==> config.mk <==
export PLATFORM = sky130hd
export DESIGN_NAME = aer_spike_encoder_flat
export DESIGN_NICKNAME = d
export VERILOG_FILES = /design/src/rtl/aer_pkg.sv /design/src/rtl/aer_spike_encoder_if.sv /design/src/rtl/aer_fifo.sv /design/src/rtl/aer_spike_encoder.sv /design/src/flat_wrapper.sv
export SDC_FILE = /design/constraint.sdc
export NUM_CORES = 1
export LEC_CHECK = 0
export BUFFER_PORTS_ARGS = -buffer_cell sky130_fd_sc_hd__buf_2
export CAP_MARGIN = 20
export CORE_ASPECT_RATIO = 0.7
export CORE_MARGIN = 4
export CORE_UTILIZATION = 55
export DETAILED_ROUTE_END_ITERATION = 12
export HOLD_SLACK_MARGIN = 0.12
export PLACE_DENSITY_LB_ADDON = 0.08
export SLEW_MARGIN = 20
export SYNTH_ARGS = -nofsm -noshare
export SYNTH_HDL_FRONTEND = slang
export SYNTH_SLANG_ARGS = --single-unit
==> constraint.sdc <==
create_clock -name clk -period 2.3 [get_ports clk]
set_input_delay 0.115 -clock clk [delete_from_list [all_inputs] [get_ports clk]]
set_output_delay 0.115 -clock clk [all_outputs]
set_load 0.005 [all_outputs]
==> src/rtl/aer_pkg.sv <==
// Shared types and constants for the AER spike encoder.
// AER_TIMESTAMP_EN adds a timestamp field to the FIFO entry.
package aer_pkg;

  localparam int AER_TS_W       = 8;
  // Widest source index the entry can carry (up to 256 sources).
  localparam int AER_ADDR_W_MAX = 8;

  typedef enum logic [1:0] {
    IDLE    = 2'd0,
    REQ     = 2'd1,
    RELEASE = 2'd2
  } aer_state_e;

  typedef struct packed {
`ifdef AER_TIMESTAMP_EN
    logic [AER_TS_W-1:0]       ts;
`endif
    logic [AER_ADDR_W_MAX-1:0] addr;
  } aer_entry_t;

endpackage

==> src/rtl/aer_spike_encoder_if.sv <==
// 4-phase AER output bus: request/address (+timestamp) out, acknowledge back.
// aer_ts exists only when AER_TIMESTAMP_EN is defined.
interface aer_spike_encoder_if #(
  parameter int ADDR_W = 2
);

  logic              aer_req;
  logic              aer_ack;
  logic [ADDR_W-1:0] aer_addr;
`ifdef AER_TIMESTAMP_EN
  logic [aer_pkg::AER_TS_W-1:0] aer_ts;
`endif

  modport master (
    output aer_req,
    output aer_addr,
`ifdef AER_TIMESTAMP_EN
    output aer_ts,
`endif
    input  aer_ack
  );

  modport slave (
    input  aer_req,
    input  aer_addr,
`ifdef AER_TIMESTAMP_EN
    input  aer_ts,
`endif
    output aer_ack
  );

endinterface

==> src/rtl/aer_fifo.sv <==
// Event FIFO: power-of-two depth, combinational read of the head entry,
// simultaneous push and pop allowed at any occupancy.
module aer_fifo #(
  parameter int  DEPTH = 4,
  parameter int  WIDTH = 8,
  localparam int PTR_W = $clog2(DEPTH),
  localparam int LVL_W = $clog2(DEPTH) + 1
) (
  input  logic             clk,
  input  logic             rst_n,
  input  logic             push_i,
  input  logic [WIDTH-1:0] wdata_i,
  input  logic             pop_i,
  output logic [WIDTH-1:0] rdata_o,
  output logic             full_o,
  output logic             empty_o,
  output logic [LVL_W-1:0] level_o
);

  logic [WIDTH-1:0] mem_q [DEPTH];
  logic [PTR_W-1:0] wr_ptr_q, rd_ptr_q;
  logic [LVL_W-1:0] level_q;
  logic             wr_en, rd_en;

  assign full_o  = (level_q == LVL_W'(DEPTH));
  assign empty_o = (level_q == '0);
  assign level_o = level_q;
  assign rdata_o = mem_q[rd_ptr_q];

  // A pop frees the slot being written, so a full FIFO still accepts push+pop.
  assign wr_en = push_i & (~full_o | pop_i);
  assign rd_en = pop_i & ~empty_o;

  // NOTE: storage has no reset; the pointers and level alone define which entries are valid.
  always_ff @(posedge clk) begin
    if (wr_en) mem_q[wr_ptr_q] <= wdata_i;
  end

  // NOTE: flops use <= so every register samples the values from before the edge.
  always_ff @(posedge clk or negedge rst_n) begin
    if (!rst_n) begin
      wr_ptr_q <= '0;
      rd_ptr_q <= '0;
      level_q  <= '0;
    end else begin
      // Power-of-two depth makes the pointers wrap on natural overflow.
      if (wr_en) wr_ptr_q <= wr_ptr_q + PTR_W'(1);
      if (rd_en) rd_ptr_q <= rd_ptr_q + PTR_W'(1);
      case ({wr_en, rd_en})
        2'b10:   level_q <= level_q + LVL_W'(1);
        2'b01:   level_q <= level_q - LVL_W'(1);
        default: level_q <= level_q;
      endcase
    end
  end

endmodule

==> src/rtl/aer_spike_encoder.sv <==
// Rising-edge spike detector, per-source pending latches, lowest-index arbiter,
// event FIFO and 4-phase AER handshake. AER_TIMESTAMP_EN adds ts_cnt and aer_ts.
module aer_spike_encoder
  import aer_pkg::*;
#(
  parameter int  N_SRC      = 4,
  parameter int  FIFO_DEPTH = 4,
  localparam int ADDR_W     = $clog2(N_SRC),
  localparam int LVL_W      = $clog2(FIFO_DEPTH) + 1
) (
  input  logic                       clk,
  input  logic                       rst_n,
  input  logic [N_SRC-1:0]           spike_in,
  aer_spike_encoder_if.master        aer,
  output logic                       overflow,
  output logic [LVL_W-1:0]           fifo_level
);

  logic [N_SRC-1:0]  spike_q;
  logic [N_SRC-1:0]  spike_edge;
  logic [N_SRC-1:0]  pend_q, pend_d;
  logic [N_SRC-1:0]  clr_mask;
  logic              overflow_q, overflow_d;
  logic [ADDR_W-1:0] push_idx;
  logic              push_hit, do_push, do_pop;
  logic              fifo_full, fifo_empty;
  aer_entry_t        push_entry, pop_entry;
  logic              ack_meta_q, ack_s_q;
  aer_state_e        state_q, state_d;
  logic              req_q, req_d;
  logic [ADDR_W-1:0] addr_q, addr_d;
  logic              unused_entry_bits;

  // ---------------------------------------------------------------- capture
  assign spike_edge = spike_in & ~spike_q;

  // NOTE: every combinational output gets a default first, so no path leaves it unassigned (no latch).
  always_comb begin
    push_idx = '0;
    push_hit = 1'b0;
    // Scanning downwards leaves the lowest set index as the final assignment.
    for (int i = N_SRC - 1; i >= 0; i--) begin
      if (pend_q[i]) begin
        push_idx = ADDR_W'(i);
        push_hit = 1'b1;
      end
    end
  end

  assign do_push  = push_hit & ~fifo_full;
  assign clr_mask = do_push ? (N_SRC'(1) << push_idx) : '0;
  // OR-ing the edge in after the clear lets a same-cycle set win.
  assign pend_d     = (pend_q & ~clr_mask) | spike_edge;
  assign overflow_d = overflow_q | (|(spike_edge & pend_q & ~clr_mask));

  always_ff @(posedge clk or negedge rst_n) begin
    if (!rst_n) begin
      spike_q    <= '0;
      pend_q     <= '0;
      overflow_q <= 1'b0;
    end else begin
      spike_q    <= spike_in;
      pend_q     <= pend_d;
      overflow_q <= overflow_d;
    end
  end

  assign overflow = overflow_q;

`ifdef AER_TIMESTAMP_EN
  logic [AER_TS_W-1:0] ts_cnt_q;
  logic [AER_TS_W-1:0] ts_q, ts_d;

  always_ff @(posedge clk or negedge rst_n) begin
    if (!rst_n) ts_cnt_q <= '0;
    else        ts_cnt_q <= ts_cnt_q + AER_TS_W'(1);
  end
`endif

  always_comb begin
    push_entry      = '0;
    push_entry.addr = AER_ADDR_W_MAX'(push_idx);
`ifdef AER_TIMESTAMP_EN
    push_entry.ts   = ts_cnt_q;
`endif
  end

  // ------------------------------------------------------------------- FIFO
  aer_fifo #(
    .DEPTH (FIFO_DEPTH),
    .WIDTH ($bits(aer_entry_t))
  ) u_fifo (
    .clk     (clk),
    .rst_n   (rst_n),
    .push_i  (do_push),
    .wdata_i (push_entry),
    .pop_i   (do_pop),
    .rdata_o (pop_entry),
    .full_o  (fifo_full),
    .empty_o (fifo_empty),
    .level_o (fifo_level)
  );

  // Only the low ADDR_W address bits are meaningful for this N_SRC.
  assign unused_entry_bits = ^pop_entry.addr;

  // -------------------------------------------------------------- handshake
  // aer_ack comes from another timing domain; two flops before any use.
  always_ff @(posedge clk or negedge rst_n) begin
    if (!rst_n) begin
      ack_meta_q <= 1'b0;
      ack_s_q    <= 1'b0;
    end else begin
      ack_meta_q <= aer.aer_ack;
      ack_s_q    <= ack_meta_q;
    end
  end

  always_comb begin
    state_d = state_q;
    req_d   = req_q;
    addr_d  = addr_q;
    do_pop  = 1'b0;
`ifdef AER_TIMESTAMP_EN
    ts_d    = ts_q;
`endif
    case (state_q)
      IDLE: begin
        if (!fifo_empty) begin
          do_pop  = 1'b1;
          addr_d  = pop_entry.addr[ADDR_W-1:0];
`ifdef AER_TIMESTAMP_EN
          ts_d    = pop_entry.ts;
`endif
          req_d   = 1'b1;
          state_d = REQ;
        end
      end
      REQ: begin
        if (ack_s_q) begin
          req_d   = 1'b0;
          state_d = RELEASE;
        end
      end
      RELEASE: begin
        // Address stays put until the consumer has dropped its acknowledge.
        if (!ack_s_q) state_d = IDLE;
      end
      default: state_d = IDLE;
    endcase
  end

  always_ff @(posedge clk or negedge rst_n) begin
    if (!rst_n) begin
      state_q <= IDLE;
      req_q   <= 1'b0;
      addr_q  <= '0;
`ifdef AER_TIMESTAMP_EN
      ts_q    <= '0;
`endif
    end else begin
      state_q <= state_d;
      req_q   <= req_d;
      addr_q  <= addr_d;
`ifdef AER_TIMESTAMP_EN
      ts_q    <= ts_d;
`endif
    end
  end

  assign aer.aer_req  = req_q;
  assign aer.aer_addr = addr_q;
`ifdef AER_TIMESTAMP_EN
  assign aer.aer_ts   = ts_q;
`endif

endmodule

==> src/flat_wrapper.sv <==
// flat-port wrapper written by rule: the top's interface ports become plain ports
module aer_spike_encoder_flat import aer_pkg::*;
#(
  parameter int  N_SRC      = 4,
  parameter int  FIFO_DEPTH = 4,
  localparam int ADDR_W     = $clog2(N_SRC),
  localparam int LVL_W      = $clog2(FIFO_DEPTH) + 1
)
  (clk, rst_n, spike_in, overflow, fifo_level, aer_aer_req, aer_aer_addr, aer_aer_ack);
  aer_spike_encoder_if #(.ADDR_W((2))) aer_i ();
  input  logic clk;
  input  logic rst_n;
  input  logic [N_SRC-1:0] spike_in;
  output logic overflow;
  output logic [LVL_W-1:0] fifo_level;
  output wire logic [$bits(aer_i.aer_req)-1:0] aer_aer_req;
  output wire logic [$bits(aer_i.aer_addr)-1:0] aer_aer_addr;
  input wire logic [$bits(aer_i.aer_ack)-1:0] aer_aer_ack;
  assign aer_aer_req = aer_i.aer_req;
  assign aer_aer_addr = aer_i.aer_addr;
  assign aer_i.aer_ack = aer_aer_ack;
  aer_spike_encoder #(.N_SRC(N_SRC), .FIFO_DEPTH(FIFO_DEPTH)) u_core (.clk(clk), .rst_n(rst_n), .spike_in(spike_in), .aer(aer_i), .overflow(overflow), .fifo_level(fifo_level));
endmodule
# After elaboration in Yosys (flattened, before gate mapping)
# Memory sizes are Yosys's and may differ from the RTL's. A register that Yosys moved wholly into a read port is not among the register bits.
# Index checks and enable logic that the tools add are counted.
[totals]
reg_bits = 21
ram_bits = 8
in_bits = 7
output_inout_bits = 7
word_cells = 68
mem_count = 1
[mem_list]
columns = ["memory", "words", "word_bits", "read_ports", "rd_ports_with_merged_regs", "wr", "line", "source"]
rows = [
  ["u_core.u_fifo.mem_q", 4, 2, 1, 1, 1, "aer_fifo.sv:20", "logic [WIDTH-1:0] mem_q [DEPTH];"],
]
[op_classes]
n_addsub = 4
eq_ne = 8
shift = 1
n_mux = 21
bitwise = 14
reduce_logical = 9
[op_table]
columns = ["cell", "count"]
rows = [
  ["4-bit AND", 4],
  ["2-bit two-way mux", 7],
  ["1-bit two-way mux", 10],
  ["4-bit NOT", 2],
  ["2-bit one-hot mux with 3 select lines", 1],
  ["3-bit one-hot mux with 2 select lines", 1],
  ["3-bit AND reduction", 2],
  ["2-bit by 1-bit adder with 2-bit output (second input constant)", 2],
  ["2-bit by 1-bit equality test with 1-bit output (second input constant)", 2],
  ["2-bit equality test (second input constant)", 2],
  ["4-bit two-way mux", 1],
  ["2-bit inequality test (second input constant)", 2],
  ["4-bit bitwise OR", 1],
  ["2-bit nonzero test", 2],
  ["4-bit OR reduction", 1],
  ["1-bit by 2-bit left shift with 4-bit output (first input constant)", 1],
  ["3-bit by 1-bit adder with 3-bit output (second input constant)", 1],
  ["1-bit AND", 3],
  ["3-bit equality test (second input constant)", 1],
  ["3-bit zero test", 1],
  ["3-bit by 1-bit subtractor with 3-bit output (second input constant)", 1],
  ["2-bit zero test", 1],
  ["2-bit by 1-bit inequality test with 1-bit output (second input constant)", 1],
  ["1-bit NOT", 2],
  ["4 further kinds", 5],
]

# Depth between registers and ports, before layout
[logic_depth]
depth_word = 10
mapped_depth = 10
ltp_nobuf = 9

# By module
# A second synthesis with hierarchy kept.
[unflattened]
cells_unflattened = 133
area_unflattened_um2 = 2220.9
[modules_own_cells]
columns = ["mod", "instances", "cells_each", "area_per_inst_um2", "seq_area_each_um2"]
rows = [
  ["aer_fifo", 1, 80, 1587.8, 1136.1],
  ["aer_spike_encoder", 1, 53, 633.1, 400.4],
]

# Least setup slack after synthesis
# OpenSTA, ideal clock, no wires.
[synth_path]
kind = "register to register"
start = "reg u_core.u_fifo.level_q[0], in the netlist u_core.u_fifo.level_o[0]"
end = "reg u_core.u_fifo.level_q[2], in the netlist u_core.u_fifo.level_o[2]"
setup_ns = 0.079
t_arrival_ns = 1.931
required_ns = 2.221
path_slack_ns = 0.290
stages_incl_launch_ff = 10
path_buffers = 0
period_less_slack_ns = 2.010
cell_sequence = "dfrtp_1 nor3b_4 a21oi_4 inv_1 ha_1 inv_1 fa_1 xor2_1 nor2_1 xor2_1"
[synth_between]
elab_chain_cells = 7
word_cells_on_any_way = 16
cone_classes = "2 x add/sub; 3 x eq/ne; 3 x mux; 6 x bitwise; 2 x reduce/logical"
[synth_rtl]
columns = ["item", "line", "source"]
rows = [
  ["from (decl)", "aer_fifo.sv:22", "logic [LVL_W-1:0] level_q;"],
  ["from (signal assigned)", "aer_fifo.sv:50", "2'b10: level_q <= level_q + LVL_W'(1);"],
  ["from (signal assigned)", "aer_fifo.sv:51", "2'b01: level_q <= level_q - LVL_W'(1);"],
  ["from (signal assigned)", "aer_fifo.sv:52", "default: level_q <= level_q;"],
  ["3-bit zero test", "aer_fifo.sv:26", "assign empty_o = (level_q == '0);"],
  ["1-bit two-way mux", "aer_spike_encoder.sv:129", "if (!fifo_empty) begin"],
  ["1-bit two-way mux", "aer_spike_encoder.sv:127", "case (state_q)"],
  ["1-bit bitwise OR", "aer_fifo.sv:31", "assign wr_en = push_i & (~full_o | pop_i);"],
  ["1-bit AND", "aer_fifo.sv:31", ""],
  ["2-bit by 1-bit equality test with 1-bit output / 2-bit equality test (equally long branches)", "aer_fifo.sv:49", "case ({wr_en, rd_en})"],
  ["3-bit one-hot mux with 2 select lines / 2-bit nonzero test (equally long branches)", "--", ""],
]
# Several ways; a longest one is shown, not always the timed one.
# A chain may end at the register's enable or synchronous reset.

# Final worst setup path
[layout_path]
start = "reg u_core.u_fifo.level_q[2], in the netlist u_core.u_fifo.level_o[2]"
end = "reg u_core.u_fifo.level_q[2], in the netlist u_core.u_fifo.level_o[2]"
# Same word-level chain as after synthesis.

==> impl_results.md <==
* Status: complete, no violations
* Yosys reg bits at 31
* CP cell instances: nor3b_4 > a21oi_4 > inv_1 > ha_1 > inv_1 > fa_1 > xor2_1 > nor2_1 > xor2_1
* Critical path's largest stage delay at 480 ps
* Slew margin rel. at 0.664
* Overall Power at 0.00209 W
* Port-buffer cells at 13
* 1st-iter DRT viols at 18
* Crit Path Max Fanout at 7
* Most used flip-flop cell after synthesis: dfrtp_1
* Ys Warns at 0
* DRC at 0
* Fill cells at 164
* Net count, final at 139
* H-tree levels at 2
* Startpoint type of the worst setup path: flop
* Clock transition at the registers of the reported paths at 100 ps
* Crit path from: u_core.u_fifo.level_o[2]
* Hold violation count in the final report at 0
* Antenna cell count at 0
* Core area at 2260 sq um
* Metal2 WL at 898 um
* TritonRoute pass-1 iters at 4
* First-pass GRT wire length at 3860 um
* Dominant cell type by area after synthesis: dfrtp_1
* Row count at 14
* Synth-to-Final Area Change at 16.5%
* Sequential Area at 816 sq um
* RePlAce Congestion at 0.713
* Clock root buffer: clkbuf_4
* GRT Total Usage at 0.161
* Worst slew pin tran at 504 ps
* Synthesized instance count at 101
* Share of cells above drive strength 1 at 0.268
* Max Buffers Root-to-Sink at 2
* Fmax at 494 MHz
* PwrDens at 1310 nW/um^2
* Setup-failing EPs final at 0
* Setup CP Type: reg -> reg
* Hold_ws at 274 ps
* CTS tree: built
* Number of distinct library cells after synthesis at 31
* Routed vias/inst at 4.95
* Initial antenna violation count at 0
* M1 wire length at 1010 um
* Max Slew Vio Count at 0
* Setup crit end kind: flop
* Worst Path Arrival at 2280 ps
* Clk_skew at 11.0 ps
* Seq/Total Area, Yosys at 0.596
* Finished Core Util at 0.705
* Worst-skew pair later-pin latency at 330 ps
* Non-Filler Instances at 159
* HPWL after DPL at 1490 um
* Die width at 67.6 um
* Multi-input gate area at 504 sq um
* RSZ-0062 raised after global routing: false
* Dominant cells by area after synthesis: dfrtp_1 (42%), edfxtp_1 (18%), ha_1 (4.6%), mux4_2 (3.3%), inv_1 (3.0%)
* Max Cap Viol at 0
* Post-synth top area share at 0.420
* Die area at 3360 sq um
* Placed cell count at 145
* Top Metal Used: met4
* Commonest non-fill, non-tap cell in the layout: dfrtp_1
* Die Span Y at 49.7 um
* Synth Net Count at 114
* Final min period at 2020 ps
* I/O pin count at 14
* Initial core utilization at 0.606
* Overflow left after global routing at 0
* Mapped cell area at 1370 sq um
* Syn Area/Cell at 13.6 sq um
* Antenna-violating nets left at 0
* Period Utilization, post-route at 0.879
* Number of CTS-inserted buffers at 5
* Pleak at 0.723 nW
* Worst Path Required at 2560 ps
* Ys async rst share at 0.742
* Post-DR wirelength/cell at 12.9 um
* Clock sinks at 31
* Via Count at 787
* Worst Hold Class: in -> async
* Largest net degree at the start of global routing at 24
* Routed wl met3 at 112 um
* Sum Neg Setup Slack at 0 ps
* Post-Route WL at 2050 um
* Max IR drop VDD at 705 uV
* EDFF count, synth at 8
* Critical-path top delay cell: dfrtp_1
* Post-CTS Repair Setup Buffers at 0
* Vias in the first global route at 803
* Worst r2r src: u_core.u_fifo.level_o[2]
* Most frequent cells in the layout: dfrtp_1 (23), buf_2 (13), inv_1 (11)
[sequential cells by signal, indices dropped and copies added (netlist names)]
name                    count
u_core.ack_meta_q           1
u_core.ack_s_q              1
u_core.aer.aer_addr         2
u_core.aer.aer_req          1
u_core.overflow             1
u_core.pend_q               4
u_core.spike_q              4
u_core.state_q              2
u_core.u_fifo.level_o       3
u_core.u_fifo.mem_q         8
u_core.u_fifo.rd_ptr_q      2
u_core.u_fifo.wr_ptr_q      2
[cell families after synthesis]
logic type | share of synthesized area
buffers and inverters | 0.0357
and+or+nand+nor | 0.111
AOI/OAI and AO/OA | 0.0914
adders and majority gates | 0.0603
xor gates and xnor gates | 0.0384
muxes | 0.0676
DFF | 0.596
[critical path: cells and delay by family (launching register included)]
kind,cells,cell delay [ps]
fa+ha+maj,2,540
flops,1,480
simple gates,2,410
xor+xnor,2,310
buf+inv,2,130
compound gates,1,80
[routing by layer]
layer / track usage / vias to the layer above
met1: 0.222 / 370
met3: 0.0750 / 5
met5: 0 / -
li1: - / 398
met2: 0.218 / 14
met4: 0.0606 / 0
[per-stage QoR]
| step | instance area, sq um | setup slack, ps |
|---|---|---|
| 2_1_floorplan | 1370 | 290 |
| 3_3_place_gp | 1470 | 360 |
| 3_5_place_dp | 1470 | 263 |
| 4_1_cts | 1590 | 240 |
| 5_1_grt | 1590 | 99.0 |
| 6_report | 1590 | 277 |
[what timing repair did]
action                    4_1_cts  5_1_grt
hold endpoints to repair       30        0
resized for setup               0        0
hold buffers                    6        0
[final timing paths]
kind / slack (ps) / depth (start not counted) / end
setup / recovery: 280 / 9 / u_core.u_fifo.level_o[2]
hold / removal: 270 / 2 / u_core.aer.aer_addr[0]
setup reg to reg: 280 / 9 / u_core.u_fifo.level_o[2]
hold reg to reg: 360 / 0 / u_core.ack_s_q
max in group asynchronous: 1670 / 2 / u_core.u_fifo.wr_ptr_q[0]
min in group clk: 360 / 0 / u_core.ack_s_q
[report_power, final]
part	internal (W)	switching (W)	total [W]
logic	0.000431	0.000378	0.000809
registers	0.000797	0.000168	0.000965
clock network	0.000148	0.000173	0.000321
[cells in the mapped netlist, types with 2 or more instances]
library cell and count:
a21oi_1 2, edfxtp_1 8, xor2_1 2, nand2b_1 3, o21ai_0 5, and3b_1 3, o22ai_1 3, mux4_2 2
dfrtp_1 23, ha_1 5, clkbuf_1 2, mux2_2 2, nor2_1 5, xnor2_1 4, nor2b_1 2, inv_1 11
and2_2 4, nor3_1 2
[area by class of cell]
cell class | count | share of cell area
clock buffer | 7 | 0.0345
clock inverter | 1 | 0.00314
inverter | 11 | 0.0259
multi-input combinational | 57 | 0.316
sequential | 31 | 0.512
tap | 32 | 0.0251
timing repair buffer | 20 | 0.0832
No activity file was read; power rests on OpenSTA's default activity.
